**src/rtl/cordic_pkg.sv**
```systemverilog
// cordic_pkg
//   Shared definitions for the CORDIC angle path: the quarter-turn constant,
//   the quadrant and mode encodings, and the sweep FSM states.
//   The CORDIC core also uses the quadrant enum to unfold its result.
package cordic_pkg;

  // Quarter turn (90 degrees) expressed in 2^-frac_w degree units.
  function automatic int unsigned quarter_of(input int unsigned frac_w);
    return 32'd90 << frac_w;
  endfunction

  typedef enum logic [1:0] {
    Q0 = 2'd0,
    Q1 = 2'd1,
    Q2 = 2'd2,
    Q3 = 2'd3
  } quad_e;

  typedef enum logic {
    MODE_CONT    = 1'b0,
    MODE_ONESHOT = 1'b1
  } mode_e;

  typedef enum logic {
    ST_IDLE = 1'b0,
    ST_RUN  = 1'b1
  } sweep_st_e;

endpackage

```
**src/rtl/cordic_angle_sweep_step_dither.sv**
```systemverilog
// step_dither
//   Chooses the angle increment for each advance. Normally the main step is
//   used; once every alt_period+1 advances the alternate step replaces it.
//   Ports:
//     clk, rst    clock, synchronous active-high reset
//     en_adv      an advance happens on this edge
//     clr         restart the dither cadence (one-shot start)
//     step_main   normal increment
//     step_alt    dither increment
//     alt_period  dither period, 0 disables the alternate step
//     step        increment to apply on the current advance
module step_dither
  import cordic_pkg::*;
#(
  parameter int STEP_W = 8,
  parameter int PER_W  = 8
) (
  input  logic              clk,
  input  logic              rst,
  input  logic              en_adv,
  input  logic              clr,
  input  logic [STEP_W-1:0] step_main,
  input  logic [STEP_W-1:0] step_alt,
  input  logic [PER_W-1:0]  alt_period,
  output logic [STEP_W-1:0] step
);

  logic [PER_W-1:0] cnt_r;
  logic             alt_on_s;
  logic             alt_hit_s;

  // Select the alternate step when the counter reaches the period.
  always_comb begin
    alt_on_s  = (alt_period != {PER_W{1'b0}});
    alt_hit_s = alt_on_s && (cnt_r == alt_period);
    if (alt_hit_s) begin
      step = step_alt;
    end else begin
      step = step_main;
    end
  end

  // Dither counter: restarts after an alternate step, parked at 0 when disabled.
  always_ff @(posedge clk) begin
    if (rst) begin
      cnt_r <= {PER_W{1'b0}};
    end else if (clr) begin
      cnt_r <= {PER_W{1'b0}};
    end else if (en_adv) begin
      if (alt_hit_s || !alt_on_s) begin
        cnt_r <= {PER_W{1'b0}};
      end else begin
        cnt_r <= cnt_r + {{(PER_W-1){1'b0}}, 1'b1};
      end
    end else begin
      cnt_r <= cnt_r;
    end
  end

endmodule

```
**src/rtl/cordic_angle_sweep.sv**
```systemverilog
// cordic_angle_sweep
//   Sweeps a full turn as a first-quadrant magnitude plus quadrant code,
//   ascending in quadrants 0/2 and descending in 1/3, clamped exactly at the
//   boundaries. Continuous or one-shot operation.
//   Ports:
//     clk, rst                  clock, synchronous active-high reset
//     en                        advance enable
//     mode                      0 continuous, 1 one-shot
//     start                     one-shot trigger pulse
//     step_main/step_alt        increments (LSB = 2^-FRAC_W degree)
//     alt_period                dither period, 0 disables
//     ang, qrt                  angle magnitude and quadrant
//     valid                     ang/qrt were advanced on the last edge
//     busy                      one-shot sweep in progress
//     wrap                      quadrant just went 3 -> 0
module cordic_angle_sweep
  import cordic_pkg::*;
#(
  parameter int ANG_W  = 16,
  parameter int FRAC_W = 8,
  parameter int STEP_W = 8,
  parameter int PER_W  = 8
) (
  input  logic              clk,
  input  logic              rst,
  input  logic              en,
  input  logic              mode,
  input  logic              start,
  input  logic [STEP_W-1:0] step_main,
  input  logic [STEP_W-1:0] step_alt,
  input  logic [PER_W-1:0]  alt_period,
  output logic [ANG_W-1:0]  ang,
  output logic [1:0]        qrt,
  output logic              valid,
  output logic              busy,
  output logic              wrap
);

  localparam int unsigned    QUARTER   = quarter_of(FRAC_W);
  localparam logic [ANG_W:0] QUARTER_X = (ANG_W+1)'(QUARTER);

  sweep_st_e         state_r;
  logic [ANG_W-1:0]  ang_r;
  logic [1:0]        qrt_r;
  logic              valid_r;
  logic              wrap_r;

  logic [STEP_W-1:0] step_s;
  logic              adv_s;
  logic              clr_s;
  logic [ANG_W:0]    ang_x_s;
  logic [ANG_W:0]    step_x_s;
  logic [ANG_W:0]    sum_s;
  logic [ANG_W:0]    diff_s;
  logic [ANG_W-1:0]  ang_nxt_s;
  logic              cross_s;
  logic              last_s;

  // Advance and one-shot launch qualifiers; the two never coincide.
  always_comb begin
    adv_s = en && ((mode == MODE_CONT) || (state_r == ST_RUN));
    clr_s = start && (mode == MODE_ONESHOT) && (state_r == ST_IDLE);
  end

  step_dither #(
    .STEP_W (STEP_W),
    .PER_W  (PER_W)
  ) u_dither (
    .clk        (clk),
    .rst        (rst),
    .en_adv     (adv_s),
    .clr        (clr_s),
    .step_main  (step_main),
    .step_alt   (step_alt),
    .alt_period (alt_period),
    .step       (step_s)
  );

  // Fold/clamp datapath, one bit wider so the sum never overflows.
  always_comb begin
    ang_x_s  = {1'b0, ang_r};
    step_x_s = (ANG_W+1)'(step_s);
    sum_s    = ang_x_s + step_x_s;
    diff_s   = ang_x_s - step_x_s;
    if (qrt_r[0] == 1'b0) begin
      if (sum_s >= QUARTER_X) begin
        ang_nxt_s = QUARTER_X[ANG_W-1:0];
        cross_s   = 1'b1;
      end else begin
        ang_nxt_s = sum_s[ANG_W-1:0];
        cross_s   = 1'b0;
      end
    end else begin
      // Reaching exactly 0 also ends the quadrant, so step 0 at 0 still moves on.
      if (ang_x_s <= step_x_s) begin
        ang_nxt_s = {ANG_W{1'b0}};
        cross_s   = 1'b1;
      end else begin
        ang_nxt_s = diff_s[ANG_W-1:0];
        cross_s   = 1'b0;
      end
    end
    last_s = cross_s && (qrt_r == Q3);
  end

  // Angle, quadrant, status pulses and one-shot FSM.
  always_ff @(posedge clk) begin
    if (rst) begin
      state_r <= ST_IDLE;
      ang_r   <= {ANG_W{1'b0}};
      qrt_r   <= 2'd0;
      valid_r <= 1'b0;
      wrap_r  <= 1'b0;
    end else begin
      valid_r <= adv_s;
      if (adv_s) begin
        ang_r  <= ang_nxt_s;
        qrt_r  <= cross_s ? (qrt_r + 2'd1) : qrt_r;
        wrap_r <= last_s;
      end else if (clr_s) begin
        ang_r  <= {ANG_W{1'b0}};
        qrt_r  <= 2'd0;
        wrap_r <= 1'b0;
      end else begin
        ang_r  <= ang_r;
        qrt_r  <= qrt_r;
        wrap_r <= 1'b0;
      end
      case (state_r)
        ST_IDLE: begin
          if (clr_s) begin
            state_r <= ST_RUN;
          end else begin
            state_r <= ST_IDLE;
          end
        end
        ST_RUN: begin
          // Leaving one-shot mode abandons the sweep bookkeeping only.
          if ((mode == MODE_CONT) || (adv_s && last_s)) begin
            state_r <= ST_IDLE;
          end else begin
            state_r <= ST_RUN;
          end
        end
        default: state_r <= ST_IDLE;
      endcase
    end
  end

  assign ang   = ang_r;
  assign qrt   = qrt_r;
  assign valid = valid_r;
  assign wrap  = wrap_r;
  assign busy  = (state_r == ST_RUN);

endmodule

```
**config.mk**
```make
export PLATFORM = sky130hd
export DESIGN_NAME = cordic_angle_sweep
export DESIGN_NICKNAME = d
export VERILOG_FILES = /design/src/rtl/cordic_pkg.sv /design/src/rtl/cordic_angle_sweep_step_dither.sv /design/src/rtl/cordic_angle_sweep.sv
export SDC_FILE = /design/constraint.sdc
export NUM_CORES = 1
export LEC_CHECK = 0
export ABC_AREA = 1
export BUFFER_PORTS_ARGS = -buffer_cell sky130_fd_sc_hd__buf_2
export CORE_MARGIN = 4
export CORE_UTILIZATION = 60
export DETAILED_ROUTE_END_ITERATION = 10
export GPL_TIMING_DRIVEN = 1
export PLACE_DENSITY = 0.84
export SLEW_MARGIN = 10
export SYNTH_ARGS = -nofsm -noshare
export SYNTH_HDL_FRONTEND = slang
export SYNTH_SLANG_ARGS = --single-unit
```
**constraint.sdc**
```tcl
create_clock -name clk -period 8.9 [get_ports clk]
set_input_delay 0.445 -clock clk [delete_from_list [all_inputs] [get_ports clk]]
set_output_delay 0.445 -clock clk [all_outputs]
set_load 0.005 [all_outputs]
```
==> results.json, run 1 <==
{
  "max_stage_delay_ns": 0.52,
  "routed_wl_um": 8080,
  "via_count": 3312,
  "path_max_fanout": 15,
  "die_y_um": 79.7,
  "drc_errors": 0,
  "synth_common_cells": "116 x nand2_1, 69 x inv_1, 43 x nand3_1",
  "grt_pass1_wl_um": 14000,
  "p_leak_nw": 1.88,
  "layout_min_cycle_time_ns": 3.93,
  "first_pass_iters": 5,
  "cts_setup_buffers": 0,
  "grt_max_degree": 19,
  "area_growth_pct": 11.7,
  "seqPwrFrac_pct": 35.5,
  "critPathRequiredTime_ns": 9.06,
  "internal_power_mw": 0.256,
  "antenna_found_initial": 0,
  "cts_max_level": 2,
  "combPwrFrac_pct": 34.6,
  "start_util_pct": 63.5,
  "avgSynthCellArea_um2": 6.24,
  "fin_crit_sh_pct": 44.1,
  "portBuffers": 49,
  "ys_types": 42,
  "post-synth-top-count-cell": "nand2_1",
  "drv_slew": 0,
  "max_freq_mhz": 255,
  "drive_gt1_share_pct": 20.4,
  "cts.sinks": 29,
  "tns_ns": 0,
  "clkSlewWorstSetupHoldPaths_ns": 0.07,
  "slew_headroom_pct": 54.6,
  "place.detailed.hpwl_um": 6490,
  "maxCapViolCount": 0,
  "critPathCaptureType": "flip-flop",
  "vias_per_cell": 5.47,
  "start_kind": "flip-flop",
  "synth_top_cell_by_area": "dfxtp_1",
  "synthCells": 494,
  "synth_edf_count": 0,
  "die-area_um2": 6340,
  "cts_tree": "yes",
  "route.detailed.wl_per_inst_um": 13.4,
  "ios": 50,
  "pre_cts_ws_ns": 4.86,
  "grtUsageTotal_pct": 27.4,
  "setup_ws_ns": 4.97,
  "ys_async_sr_fraction_pct": 0,
  "synthFlopType": "dfxtp_1",
  "crit_arrival_ns": 4.09,
  "worst_path_most_repeated_cell": "nand2_1",
  "gr-total-overflow": 0,
  "grt_pass1_vias": 3105,
  "coreArea_um2": 4850,
  "cp_cell_sequence": "xnor2_1 -> nand4_1 -> nor3_1 -> nand2_1 -> o21ai_0 -> inv_1 -> fa_1 -> inv_1 -> nand3_1 -> nand3_1 -> nand2_1 -> nand2_1 -> nand3_2 -> nand3_4 -> nor2_2 -> nand2_2 -> nand3_2 -> or2_1 -> nand2_1 -> a21oi_1",
  "hold_buffers": 0,
  "switching_share_pct": 36.7,
  "power_density_nw_per_um2": 117,
  "clk_latency_ns": 0.29,
  "rows": 25,
  "clock-skew-final_ns": 0.00509,
  "hold_path_class": "in2reg",
  "crit_slowest_cell": "o21ai_0",
  "worstSetupPathType": "reg2reg",
  "synth_fp_nets": 543,
  "ys_seq_area_share_pct": 18.8,
  "yosysWarnings": 0,
  "setup_viol": 0,
  "die_x_um": 79.7,
  "clockBufferDepth": 2,
  "synth_area_um2": 3080,
  "gp_congestion": 0.939,
  "status": "completed",
  "p_clk_share_pct": 30.0,
  "drt_iter0_drc": 314,
  "switchingPower_mw": 0.148,
  "root_buffer": "clkbuf_8",
  "diodes": 0,
  "cts.repair.resized": 0,
  "nets": 586,
  "nFillCells": 421,
  "yosys.area.top_type_share_pct": 18.8,
  "peakVddDrop_uv": 88.6,
  "yosys-top-cells-area": "dfxtp_1 19%, nand2_1 14%, inv_1 8.4%",
  "numCtsBuffers": 5,
  "worst_pin_slew_ns": 0.678,
  "ys_ff_latch": 29,
  "hold_viol": 0,
  "rsz0062_at_grt": "no",
  "ant_nets": 0
}
[final timing paths]
kind / startpoint / to / slack, ns / depth (start not counted)
setup / recovery: u_dither.cnt_r[0] / ang[9] / 4.97 / 20
hold / removal: mode / busy / 0.45 / 3
setup reg to reg: u_dither.cnt_r[0] / ang[9] / 4.97 / 20
hold reg to reg: u_dither.cnt_r[7] / u_dither.cnt_r[7] / 0.48 / 1
[worst max-delay path, delay by kind of cell (launching register included)]
family,cells,cell delay [ns]
fa+ha+maj,1,0.46
flops,1,0.41
xor+xnor,1,0.16
compound gates,2,0.58
simple gates,14,1.91
buf+inv,2,0.27
[stage by stage]
stage	instance area [um2]	std cells	total power, mW	utilization, %	hold slack, ns
floorplan	3080	494	0.248	-	0.446
global placement	3340	597	0.280	68.9	0.462
detailed placement	3340	597	0.283	68.9	0.474
CTS	3440	605	0.405	71.0	0.442
global route	3440	605	0.431	71.0	0.487
finish	3440	605	0.404	71.0	0.446
[sequential cells by signal (all words and copies together) (netlist names)]
signal / flops
qrt: 2
busy: 1
valid: 1
u_dither.cnt_r: 8
wrap: 1
ang: 16
[cell usage in the layout (no fill, tap or decap), drive strengths merged]
| cell | n |
|---|---|
| clkinv | 1 |
| nor4 | 4 |
| xnor2 | 5 |
| a22oi | 2 |
| xor2 | 18 |
| nor2 | 39 |
| nand3b | 2 |
| o22ai | 2 |
| clkbuf | 7 |
| and2 | 1 |
| o211ai | 2 |
| o21bai | 2 |
| nor3b | 1 |
| o21ai | 31 |
| nand4 | 14 |
| dfxtp | 29 |
| o21a | 2 |
| fa | 2 |
| mux2 | 1 |
| a31oi | 2 |
| buf | 49 |
| nand2 | 135 |
| nor3 | 6 |
| inv | 78 |
| a21boi | 1 |
| a21oi | 27 |
| nand3 | 51 |
| ha | 18 |
| or2 | 6 |
[power by group through the flow]
| stage | sequential (mW) | combinational [mW] | clock (mW) |
|---|---|---|---|
| after floorplan | 0.144 | 0.104 | 0 |
| after global placement | 0.146 | 0.134 | 0 |
| after detailed placement | 0.146 | 0.137 | 0 |
| after CTS | 0.143 | 0.138 | 0.124 |
| after global routing | 0.144 | 0.158 | 0.129 |
| final | 0.143 | 0.140 | 0.121 |
[cell families (layout without fill, tap and decap cells)]
| logic type | after synthesis | after routing | synth area share [%] |
|---|---|---|---|
| simple gates | 259 | 259 | 40.7 |
| buf+inv | 91 | 135 | 11.7 |
| flops | 29 | 29 | 18.8 |
| xor+xnor | 23 | 23 | 6.54 |
| mux | 1 | 1 | 0.366 |
| fa+ha+maj | 20 | 20 | 8.61 |
| compound gates | 71 | 71 | 13.2 |
[routing by layer]
metal	share of wire, %	up-vias	track usage (%)
met3	7.5	15	4.63
li1	-	1673	-
met5	0	-	0
met2	48	149	45.8
met1	43	1475	35.8
met4	1.3	0	8.42
[cell type report]
cell class	instances	area [um2]	area share, %
inverter	78	293	8.51
sequential	29	581	16.9
tap	67	83.8	2.44
clock buffer	7	96.3	2.80
multi-input combinational	374	2140	62.1
clock inverter	1	5.00	0.145
timing repair buffer	49	245	7.12
(Power assumes the default switching activity.)
==> inputs of run 2 (changes only) <==
--- a/config.mk
+++ b/config.mk
@@ -5,13 +5,13 @@
 export SDC_FILE = /design/constraint.sdc
 export NUM_CORES = 1
 export LEC_CHECK = 0
-export ABC_AREA = 1
+export ABC_AREA = 0
 export BUFFER_PORTS_ARGS = -buffer_cell sky130_fd_sc_hd__buf_2
 export CORE_MARGIN = 4
-export CORE_UTILIZATION = 60
+export CORE_UTILIZATION = 57
 export DETAILED_ROUTE_END_ITERATION = 10
 export GPL_TIMING_DRIVEN = 1
-export PLACE_DENSITY = 0.84
+export PLACE_DENSITY = 0.81
 export SLEW_MARGIN = 10
 export SYNTH_ARGS = -nofsm -noshare
 export SYNTH_HDL_FRONTEND = slang
==> constraint.sdc (replaced) <==
create_clock -name clk -period 3.8 [get_ports clk]
set_input_delay 0.19 -clock clk [delete_from_list [all_inputs] [get_ports clk]]
set_output_delay 0.19 -clock clk [all_outputs]
set_load 0.005 [all_outputs]
==> run 2 against run 1 <==
Effect of this change:
- global-route usage grew 1.1 points
- first-iteration DRC count grew 33%
- clock skew grew 0.0036 ns
- die area grew 0.55%
- wire length grew 16%
- setup slack lost 4.9 ns
- synthesized cell count shrank 24%
- largest cell class unchanged
==> results.json, run 2 <==
{
  "peakVddDrop_uv": 251,
  "fin_util_pct": 75.0,
  "root_buffer": "clkbuf_8",
  "vias_per_cell": 6.64,
  "die_y_um": 79.9,
  "crit_arrival_ns": 3.89,
  "rows": 25,
  "numCtsBuffers": 5,
  "diodes": 0,
  "ys_ff_latch": 29,
  "grtUsageTotal_pct": 28.5,
  "placed_cells": 504,
  "yosysWarnings": 0,
  "cts_max_level": 2,
  "hold_path_class": "in2reg",
  "clk_latency_ns": 0.29,
  "synth_area_um2": 2940,
  "cts.sinks": 29,
  "route.detailed.wl_per_inst_um": 18.2,
  "ys_types": 73,
  "hold_buffers": 0,
  "synth_fp_nets": 422,
  "layout_min_cycle_time_ns": 3.73,
  "final_cell_mix": "49 x buf_2, 36 x buf_4, 31 x nor2_1",
  "gr-total-overflow": 0,
  "max_freq_mhz": 268,
  "gp_congestion": 1.00,
  "internal_power_mw": 0.674,
  "ant_nets": 0,
  "worst_pin_slew_ns": 0.886,
  "critPathRequiredTime_ns": 3.96,
  "grt_pass1_vias": 3105,
  "synth_edf_count": 0,
  "hold_viol": 0,
  "avgSynthCellArea_um2": 7.89,
  "cts_tree": "yes",
  "slew_headroom_pct": 40.5,
  "drc_errors": 0,
  "power_density_nw_per_um2": 314,
  "die-area_um2": 6380,
  "pre_cts_ws_ns": -0.102,
  "tns_ns": 0,
  "p_total_mw": 1.14,
  "setup_ws_ns": 0.0725,
  "area_growth_pct": 23.5,
  "ys_async_sr_fraction_pct": 0,
  "first_pass_iters": 6,
  "switching_share_pct": 41.0,
  "post-synth-top-count-cell": "nor2_1",
  "worstSetupPathType": "reg2reg",
  "yosys.area.top_type_share_pct": 19.7,
  "grt_pass1_wl_um": 14400,
  "drt_iter0_drc": 418,
  "path_max_fanout": 9,
  "antenna_found_initial": 0,
  "start_kind": "flip-flop",
  "routed_wl_um": 9350,
  "p_leak_nw": 1.58,
  "nets": 495,
  "instances_no_fill": 514,
  "fin_crit_sh_pct": 98.1,
  "yosys-top-cells-area": "dfxtp_1 20%, ha_1 7.6%, xnor2_1 5.9%",
  "ys_seq_area_share_pct": 19.7,
  "seqPwrFrac_pct": 30.1,
  "synth_common_cells": "32 x nor2_1, 30 x a21oi_1, 29 x dfxtp_1",
  "maxCapViolCount": 0,
  "critPathCaptureType": "flip-flop",
  "largest_reg_flops": 16,
  "die_x_um": 79.9,
  "setup_viol": 0,
  "clockBufferDepth": 2,
  "grt_max_degree": 18,
  "drive_gt1_share_pct": 30.0,
  "synthFlopType": "dfxtp_1",
  "portBuffers": 49,
  "switchingPower_mw": 0.469,
  "layout_commonest_cell": "buf_2",
  "p_clk_share_pct": 22.5,
  "status": "completed",
  "coreArea_um2": 4850,
  "start_util_pct": 60.7,
  "drv_slew": 0,
  "synthCells": 373,
  "via_count": 3411,
  "ios": 50,
  "combPwrFrac_pct": 47.4,
  "clkSlewWorstSetupHoldPaths_ns": 0.07,
  "clock-skew-final_ns": 0.00867,
  "synth_top_cell_by_area": "dfxtp_1",
  "place.detailed.hpwl_um": 6670
}
-- run 2: timing repair --
| action | in CTS | in global routing |
|---|---|---|
| setup endpoints to repair | 4 | 17 |
| pin swaps | 1 | 5 |
| buffers inserted | 1 | 1 |
| cloned | 0 | 0 |
| gates resized for setup | 0 | 16 |
-- run 2: worst paths after layout --
| check | from | end | slack (ns) | cells past startpoint |
|---|---|---|---|---|
| min reg2reg | u_dither.cnt_r[6] | u_dither.cnt_r[6] | 0.53 | 2 |
| max | u_dither.cnt_r[5] | ang[8] | 0.07 | 16 |
| max reg2reg | u_dither.cnt_r[5] | ang[8] | 0.07 | 16 |
| min | mode | busy | 0.19 | 3 |
-- run 2: cell type report --
cell class	instances	area [um2]
sequential	29	583
clock inverter	3	17.5
multi-input combinational	302	2260
clock buffer	5	68.8
timing repair buffer	86	536
inverter	22	82.6
fill	352	1210
tap	67	83.8
-- run 2: power groups by stage --
stage | registers (mW) | clock network [mW] | logic [mW]
2_1_floorplan | 0.344 | 0 | 0.338
3_3_place_gp | 0.349 | 0 | 0.489
3_5_place_dp | 0.349 | 0 | 0.498
4_1_cts | 0.342 | 0.258 | 0.503
5_1_grt | 0.346 | 0.272 | 0.583
6_report | 0.344 | 0.257 | 0.541
-- run 2: stage by stage --
step	hold slack [ns]	area (um2)
after floorplan	0.339	2940
after global placement	0.484	3450
after detailed placement	0.487	3450
after CTS	0.185	3540
after global routing	0.196	3640
final	0.188	3640
-- run 2: worst max-delay path: stages, from the launching register on --
cell      delay [ns]
dfxtp_2         0.33
xnor2_1         0.15
nand4_1         0.14
nor2_2          0.14
nand2_2         0.10
buf_12          0.15
mux2_2          0.30
ha_2            0.31
a211oi_4        0.39
o21ai_1         0.19
a211o_1         0.29
a222oi_1        0.34
buf_4           0.21
a211oi_2        0.08
buf_4           0.18
o221ai_1        0.20
a31oi_1         0.12
-- run 2: cells by family after synthesis --
kind of cell / Yosys count / share of synthesized area (%)
and+or+nand+nor: 122 / 22.1
AOI/OAI and AO/OA: 119 / 30.1
buffers and inverters: 42 / 6.12
xor gates and xnor gates: 31 / 9.22
DFF: 29 / 19.7
adders and majority gates: 20 / 9.01
muxes: 10 / 3.74
-- run 2: routing by layer --
layer / routed length [um] / vias to the layer above / track usage, %
met1: 3760 / 1573 / 36.2
met5: 0 / - / 0
li1: - / 1522 / -
met2: 4130 / 262 / 44.2
met4: 458 / 0 / 15.4
met3: 1000 / 54 / 7.00
